### src/rtl/spi_regif_pkg.sv
// Shared constants, FSM state type and write-decode helpers for the SPI register front end.
// Latency: n/a (package only).
// Backpressure: n/a; the SPI host paces every transfer.
package spi_regif_pkg;

    // Frame geometry: one command byte followed by one data byte.
    localparam int FRAME_BITS = 16;
    localparam int CNT_W      = $clog2(FRAME_BITS);

    // Bit-counter values seen on the rising edge that closes each byte.
    localparam logic [CNT_W-1:0] CNT_CMD_LAST  = CNT_W'(FRAME_BITS / 2 - 1);
    localparam logic [CNT_W-1:0] CNT_FRAME_END = CNT_W'(FRAME_BITS - 1);
    // Counter value while the first read bit is already on miso; the falling
    // edge at this count must not shift it away.
    localparam logic [CNT_W-1:0] CNT_DATA_HOLD = CNT_W'(FRAME_BITS / 2);

    // Register address map.
    localparam logic [3:0] ADDR_CTRL    = 4'd0;
    localparam logic [3:0] ADDR_CFG0    = 4'd1;
    localparam logic [3:0] ADDR_CFG1    = 4'd2;
    localparam logic [3:0] ADDR_CFG2    = 4'd3;
    localparam logic [3:0] ADDR_WDOGDIV = 4'd4;
    localparam logic [3:0] ADDR_HWCFG   = 4'd5;
    localparam logic [3:0] ADDR_WDKICK  = 4'd6;

    // Bit positions inside the write-strobe vector.
    localparam int STRB_W       = 6;
    localparam int STRB_CTRL    = 0;
    localparam int STRB_CFG0    = 1;
    localparam int STRB_CFG1    = 2;
    localparam int STRB_CFG2    = 3;
    localparam int STRB_WDOGDIV = 4;
    localparam int STRB_WDKICK  = 5;

    typedef enum logic [1:0] {
        ST_IDLE = 2'd0,
        ST_CMD  = 2'd1,
        ST_DATA = 2'd2,
        ST_DONE = 2'd3
    } spi_state_t;

    // One-hot load strobe for a completed write; unmapped addresses give none.
    function automatic logic [STRB_W-1:0] wr_strobe(input logic [3:0] addr);
        logic [STRB_W-1:0] s;
        s = '0;
        case (addr)
            ADDR_CTRL:    s[STRB_CTRL]    = 1'b1;
            ADDR_CFG0:    s[STRB_CFG0]    = 1'b1;
            ADDR_CFG1:    s[STRB_CFG1]    = 1'b1;
            ADDR_CFG2:    s[STRB_CFG2]    = 1'b1;
            ADDR_WDOGDIV: s[STRB_WDOGDIV] = 1'b1;
            ADDR_WDKICK:  s[STRB_WDKICK]  = 1'b1;
            default:      s = '0;
        endcase
        return s;
    endfunction

    // Only real register writes carry data; the watchdog kick discards its byte.
    function automatic logic wr_updates_data(input logic [3:0] addr);
        return (addr <= ADDR_WDOGDIV);
    endfunction

endpackage

### src/rtl/spi_regif_sync.sv
// Metastability synchronizer plus edge register for one asynchronous SPI pin.
// Latency: a pin change shows on level/rise/fall SYNC_STAGES+1 clocks later.
// Backpressure: none; free-running sampler.
module spi_sync #(
    parameter int SYNC_STAGES = 2
) (
    input  logic clk_i,
    input  logic reset_i,
    input  logic pin_i,
    output logic level_o,
    output logic rise_o,
    output logic fall_o
);

    // Fewer than two stages gives no real metastability protection.
    localparam int STAGES = (SYNC_STAGES < 2) ? 2 : SYNC_STAGES;

    logic [STAGES-1:0] sync_q;
    logic              level_q;
    logic              rise_q;
    logic              fall_q;
    logic              sync_out;

    assign sync_out = sync_q[STAGES-1];

    // Synchronizer chain followed by one edge register; level and edge pulses
    // leave together so the consumer sees them on the same clock.
    always_ff @(posedge clk_i) begin
        if (reset_i) begin
            sync_q  <= '0;
            level_q <= 1'b0;
            rise_q  <= 1'b0;
            fall_q  <= 1'b0;
        end else begin
            sync_q  <= {sync_q[STAGES-2:0], pin_i};
            level_q <= sync_out;
            rise_q  <= sync_out & ~level_q;
            fall_q  <= ~sync_out & level_q;
        end
    end

    assign level_o = level_q;
    assign rise_o  = rise_q;
    assign fall_o  = fall_q;

endmodule

### src/rtl/spi_regif.sv
// SPI mode-0 slave: 16-bit frames become register load strobes / readback bytes.
// Latency: write strobe 1 clk after the 16th detected sclk rise; pins detected SYNC_STAGES+1 clks late.
// Backpressure: none; the host paces frames and the control block must take every strobe.
module spi_regif
    import spi_regif_pkg::*;
#(
    parameter int SYNC_STAGES = 2
) (
    input  logic       clk,
    input  logic       reset,
    input  logic       sclk,
    input  logic       mosi,
    input  logic       ssn,
    output logic       miso,
    output logic       misoen,
    input  logic [7:0] controlrdata,
    input  logic [7:0] hwconfig,
    output logic [7:0] wrtdata,
    output logic       ctrlld,
    output logic       cfgld0,
    output logic       cfgld1,
    output logic       cfgld2,
    output logic       wdogdivld,
    output logic       wdreset
);

    // ------------------------------------------------------------------
    // Pin synchronizers
    // ------------------------------------------------------------------
    logic sclk_rise;
    logic sclk_fall;
    logic sclk_lvl_unused;
    logic mosi_lvl;
    logic mosi_rise_unused;
    logic mosi_fall_unused;
    logic ssn_lvl;
    logic ssn_fall;
    logic ssn_rise_unused;

    spi_sync #(.SYNC_STAGES(SYNC_STAGES)) u_sync_sclk (
        .clk_i   (clk),
        .reset_i (reset),
        .pin_i   (sclk),
        .level_o (sclk_lvl_unused),
        .rise_o  (sclk_rise),
        .fall_o  (sclk_fall)
    );

    spi_sync #(.SYNC_STAGES(SYNC_STAGES)) u_sync_mosi (
        .clk_i   (clk),
        .reset_i (reset),
        .pin_i   (mosi),
        .level_o (mosi_lvl),
        .rise_o  (mosi_rise_unused),
        .fall_o  (mosi_fall_unused)
    );

    // The ssn synchronizer resets low, so a select that is already low when
    // reset drops never produces a falling edge and cannot start a frame.
    spi_sync #(.SYNC_STAGES(SYNC_STAGES)) u_sync_ssn (
        .clk_i   (clk),
        .reset_i (reset),
        .pin_i   (ssn),
        .level_o (ssn_lvl),
        .rise_o  (ssn_rise_unused),
        .fall_o  (ssn_fall)
    );

    // ------------------------------------------------------------------
    // State
    // ------------------------------------------------------------------
    spi_state_t        state_q;
    logic [CNT_W-1:0]  cnt_q;
    logic [CNT_W-1:0]  cnt_d;
    logic [6:0]        rx_q;       // bits received so far in the current byte
    logic [6:0]        rx_d;
    logic [6:0]        tx_q;       // read bits still to be shifted out
    logic [6:0]        tx_d;
    logic              miso_q;
    logic              rd_q;       // current frame is a read
    logic [3:0]        addr_q;
    logic [7:0]        wrtdata_q;
    logic [STRB_W-1:0] strb_q;
    logic              ssn_seen_high_q;

    // ------------------------------------------------------------------
    // Combinational decode
    // ------------------------------------------------------------------
    logic [3:0]        cmd_addr;
    logic              cmd_rd;
    logic [7:0]        wr_byte;
    logic [7:0]        rd_byte;
    logic [STRB_W-1:0] wr_strb;

    // The byte-closing rise has its last bit on mosi_lvl, not yet in rx_q.
    assign cmd_addr = {rx_q[2:0], mosi_lvl};
    assign cmd_rd   = rx_q[6];
    assign wr_byte  = {rx_q, mosi_lvl};
    assign wr_strb  = wr_strobe(addr_q);

    // Shift and count next-values shared by the command and data phases.
    always_comb begin
        cnt_d = cnt_q + CNT_W'(1);
        rx_d  = {rx_q[5:0], mosi_lvl};
        tx_d  = {tx_q[5:0], 1'b0};
    end

    // Read mux addressed by the command byte as it completes.
    always_comb begin
        rd_byte = 8'h00;
        case (cmd_addr)
            ADDR_CTRL:  rd_byte = controlrdata;
            ADDR_HWCFG: rd_byte = hwconfig;
            default:    rd_byte = 8'h00;
        endcase
    end

    // ------------------------------------------------------------------
    // Frame FSM with registered miso, strobes and write data
    // ------------------------------------------------------------------
    // A high select always wins, so a deselect on the same clock as the
    // 16th rise aborts the frame without a strobe.
    always_ff @(posedge clk) begin
        if (reset) begin
            state_q   <= ST_IDLE;
            cnt_q     <= '0;
            rx_q      <= '0;
            tx_q      <= '0;
            miso_q    <= 1'b0;
            rd_q      <= 1'b0;
            addr_q    <= '0;
            wrtdata_q <= 8'h00;
            strb_q    <= '0;
        end else begin
            strb_q <= '0;
            if (ssn_lvl) begin
                state_q <= ST_IDLE;
                cnt_q   <= '0;
                miso_q  <= 1'b0;
            end else begin
                case (state_q)
                    ST_IDLE: begin
                        miso_q <= 1'b0;
                        if (ssn_fall) begin
                            state_q <= ST_CMD;
                            cnt_q   <= '0;
                        end
                    end
                    ST_CMD: begin
                        miso_q <= 1'b0;
                        if (sclk_rise) begin
                            rx_q  <= rx_d;
                            cnt_q <= cnt_d;
                            if (cnt_q == CNT_CMD_LAST) begin
                                // Single snapshot of the read byte; bit 7 goes
                                // straight onto miso, the rest waits in tx_q.
                                state_q <= ST_DATA;
                                rd_q    <= cmd_rd;
                                addr_q  <= cmd_addr;
                                tx_q    <= cmd_rd ? rd_byte[6:0] : 7'h00;
                                miso_q  <= cmd_rd & rd_byte[7];
                            end
                        end
                    end
                    ST_DATA: begin
                        if (sclk_rise) begin
                            rx_q  <= rx_d;
                            cnt_q <= cnt_d;
                            if (cnt_q == CNT_FRAME_END) begin
                                state_q <= ST_DONE;
                                miso_q  <= 1'b0;
                                if (!rd_q) begin
                                    strb_q <= wr_strb;
                                    if (wr_updates_data(addr_q)) begin
                                        wrtdata_q <= wr_byte;
                                    end
                                end
                            end
                        end else if (sclk_fall && (cnt_q != CNT_DATA_HOLD)) begin
                            miso_q <= tx_q[6];
                            tx_q   <= tx_d;
                        end
                    end
                    ST_DONE: begin
                        miso_q <= 1'b0;
                    end
                    default: begin
                        state_q <= ST_IDLE;
                        miso_q  <= 1'b0;
                    end
                endcase
            end
        end
    end

    // Output enable needs a high select since reset, so a select held low
    // through reset keeps the buffer off until the host toggles it.
    always_ff @(posedge clk) begin
        if (reset) begin
            ssn_seen_high_q <= 1'b0;
        end else if (ssn_lvl) begin
            ssn_seen_high_q <= 1'b1;
        end
    end

    assign misoen    = ~ssn_lvl & ssn_seen_high_q;
    assign miso      = miso_q;
    assign wrtdata   = wrtdata_q;
    assign ctrlld    = strb_q[STRB_CTRL];
    assign cfgld0    = strb_q[STRB_CFG0];
    assign cfgld1    = strb_q[STRB_CFG1];
    assign cfgld2    = strb_q[STRB_CFG2];
    assign wdogdivld = strb_q[STRB_WDOGDIV];
    assign wdreset   = strb_q[STRB_WDKICK];

endmodule

### config.mk
export PLATFORM = sky130hd
export DESIGN_NAME = spi_regif
export DESIGN_NICKNAME = d
export VERILOG_FILES = /design/src/rtl/spi_regif_pkg.sv /design/src/rtl/spi_regif_sync.sv /design/src/rtl/spi_regif.sv
export SDC_FILE = /design/constraint.sdc
export NUM_CORES = 1
export LEC_CHECK = 0
export ABC_AREA = 1
export CAP_MARGIN = 40
export CELL_PAD_IN_SITES_DETAIL_PLACEMENT = 2
export CELL_PAD_IN_SITES_GLOBAL_PLACEMENT = 2
export CORE_MARGIN = 2
export CORE_UTILIZATION = 30
export CTS_BUF_LIST = sky130_fd_sc_hd__clkbuf_2
export CTS_CLUSTER_SIZE = 16
export DETAILED_ROUTE_END_ITERATION = 7
export GPL_TIMING_DRIVEN = 1
export PLACE_DENSITY_LB_ADDON = 0.08
export SYNTH_ARGS = -nofsm -noshare
export SYNTH_HDL_FRONTEND = slang
export SYNTH_SLANG_ARGS = --single-unit
export TNS_END_PERCENT = 5
### constraint.sdc
create_clock -name clk -period 2.3 [get_ports clk]
set_clock_uncertainty 0.1 [all_clocks]
set_input_delay 0.23 -clock clk [delete_from_list [all_inputs] [get_ports clk]]
set_output_delay 0.23 -clock clk [all_outputs]
set_load 0.005 [all_outputs]
==> impl_metrics.yaml <==
clock_network:
  cts_root_buffer: "clkbuf_2"
  post_cts_buffers: 0
  h-tree-depth: 2
  postCtsHoldBufs: 0
  cts_buffers: 5
  cts_max_path_buffers: 2
  clk_pin_slew_worst_paths_ns: 0.27
  post_cts_resized: 0
  cts_tree: "done"
  numClockSinks: 53
  clkLatencyLatePin_ns: 0.43
floorplanning:
  io_pins: 37
  die_area_um2: 8630
  die_y_um: 92.9
  rows: 32
  die_w_um: 92.9
  core_um2: 7690
  initial_core_util: 0.308
setup_path:
  crit_family: "simple AND/OR/NAND/NOR gates"
  arrival_ns: 2.20
  worstReg2RegEnd: "cnt_q[3]"
  critPathBufInv: 2
  crit_type: "reg -> reg"
  cp.required_ns: 2.57
  critPathMaxStageDelay_ns: 0.45
  cp_cell_sequence: "inv_1, ha_1, inv_1, nand2_1, nand2_1, nand2_1, nor2_1, or2_2, and2_1"
  crit_cells: 9
  end_kind: "flop"
  critPathLaunchType: "flop"
  cp_max_fo: 6
  r2r_slack_ns: 0.37
  slowest_stage: "dfxtp_1"
  worst-r2r-cell-count: 9
  crit_path_frequent_cell: "nand2_1"
  timing.rr.start: "state_q[0]"
timing:
  max-slew-margin-rel: 0.585
  layout_setup_ws_ns: 0.375
  final_hold_viol_count: 0
  drv_slew: 0
  worst-slew-pin-transition_ns: 0.622
  period_needed_ns: 1.93
  rsz0062_at_grt: "false"
  period_share: 0.837
  timing.fmax_mhz: 519
  setup_viol: 0
  setup_total_negative_slack_ns: 0
yosys:
  ys_seq_area_frac: 0.447
  synth_area_um2: 2370
  avgSynthCellArea_um2: 6.77
  synth_mux_area_frac: 0
  synth_top_family_by_area: "simple AND/OR/NAND/NOR gates"
  synthDistinctLibCells: 21
  synth_compound_area_frac: 0.0591
  synth-adder-area-share: 0.0369
  synth_fp_nets: 378
  synth-xor-area-share: 0
  ys_warn_count: 0
  ys_ff_latch: 53
  synthCells: 350
  synth-simple-area-share: 0.351
final_layout:
  n_antenna_cell: 0
  finalNonFillerCells: 495
  fin_nets: 420
  final_common_cell: "nand2_1"
  drive_gt1_frac: 0.0509
  final_area_um2: 2920
  final_util: 0.380
  areaGrowthSynthToFinish_pct: 23.1
  final_cell_mix: "87 x nand2_1, 78 x nor2_1, 53 x dfxtp_1"
grt:
  grt-ovfl-total: 0
  grt_pass1_vias: 2492
  grt_max_degree: 18
  grt_pass1_wl_um: 11400
  track_usage: 0.162
  antenna_found_initial: 0
power:
  power_density_nw_per_um2: 793
  leakage_nw: 1.42
  ir_drop_mv: 0.233
place:
  dp_hpwl_um: 4950
  place_area_um2: 2850
  io_buffers: 36
  globalplace.congestion: 0.711
  dpl_worst_slack_ns: 0.370
  place_inst: 487
routing:
  drt_drc_violations_left: 0
  dr.pass1.iters: 4
  vias: 2240
  wl_per_cell_um: 13.2
  routed_wl_um: 6510
  antenna_left: 0
  drtIter0Drc: 23
  vias_per_cell: 4.53
hold_path:
  hold_path.class: "in -> reg"
  hp-start: "ssn"
  min_delay_path_depth: 3
  min_to: "u_sync_ssn.sync_q[0]"
run:
  cap_violations: 0
outcome:
  status: "finished clean"
## worst register-to-register path, stage by stage, from the launching register on
cell,delay (ns)
dfxtp_1,0.45
inv_1,0.10
ha_1,0.37
inv_1,0.08
nand2_1,0.08
nand2_1,0.05
nand2_1,0.15
nor2_1,0.08
or2_2,0.26
and2_1,0.15
## state kept, by name (all words and copies together), names as in the netlist, 2 cells and up
register and flops:
wrtdata 8, cnt_q 4, addr_q 4, tx_q 7
strb_q 6, rx_q 7, u_sync_sclk.sync_q 2, state_q 2
u_sync_mosi.sync_q 2, u_sync_ssn.sync_q 2
## per-layer routing
| metal | part of all wire | up-vias | GRT usage |
|---|---|---|---|
| met2 | 0.48 | 27 | 0.295 |
| li1 | - | 1149 | - |
| met3 | 0.027 | 4 | 0.0309 |
| met1 | 0.48 | 1060 | 0.197 |
| met4 | 0.0081 | 0 | 0.0368 |
| met5 | 0 | - | 0 |
## layout make-up
| cell class | count | area (µm²) |
|---|---|---|
| Fill cell | 926 | 4770 |
| Sequential cell | 53 | 1060 |
| Multi-Input combinational cell | 238 | 1060 |
| Timing Repair Buffer | 42 | 405 |
| Inverter | 52 | 195 |
| Tap cell | 102 | 128 |
| Clock inverter | 2 | 38.8 |
| Clock buffer | 6 | 30.0 |
## synth_stat cells
library cell | instances | area (µm²)
a21oi_1 | 11 | 55.1
and2_1 | 1 | 6.26
buf_2 | 1 | 5.00
buf_4 | 1 | 7.51
buf_6 | 3 | 33.8
clkbuf_1 | 2 | 7.51
dfxtp_1 | 53 | 1060
ha_1 | 7 | 87.6
inv_1 | 51 | 191
inv_2 | 1 | 3.75
nand2_1 | 87 | 327
nand3_1 | 27 | 135
nand3_2 | 2 | 20.0
nand3b_1 | 1 | 7.51
nor2_1 | 78 | 293
nor2_2 | 1 | 6.26
nor3_1 | 2 | 10.0
nor3_2 | 1 | 10.0
nor4_1 | 2 | 12.5
o21ai_0 | 17 | 85.1
or2_2 | 1 | 6.26
## logic make-up after synthesis
group,count (synthesis)
AO/OA/AOI/OAI,28
AND/OR/NAND/NOR,203
flip-flops,53
adder cells (fa/ha/maj),7
buffers and inverters,59
## worst max-delay path by stage
| stage | start | end | slack [ns] |
|---|---|---|---|
| 6_report | state_q[0] | cnt_q[3] | 0.37 |
| 5_1_grt | state_q[0] | tx_q[0] | 0.20 |
| 4_1_cts | state_q[0] | cnt_q[3] | 0.35 |
| 3_5_place_dp | state_q[0] | cnt_q[3] | 0.37 |
| 3_3_place_gp | state_q[0] | cnt_q[3] | 0.49 |
| 2_1_floorplan | state_q[0] | cnt_q[3] | 0.59 |
## where the power goes
group	switching [W]	leakage [nW]	total (W)	internal, W
logic	0.000474	0.950	0.000743	0.000269
registers	0.0000595	0.430	0.00108	0.00102
clock network	0.000305	0.0432	0.000496	0.000191
total	0.000839	1.42	0.00231	0.00148
## through the flow
stage	hold slack (ns)	total power (W)
finish	0.176	0.00231
global route	0.142	0.00253
CTS	0.146	0.00236
detailed placement	0.298	0.00185
global placement	0.291	0.00181
floorplan	0.199	0.00165
Note: power is estimated with default switching activity, not from simulation.
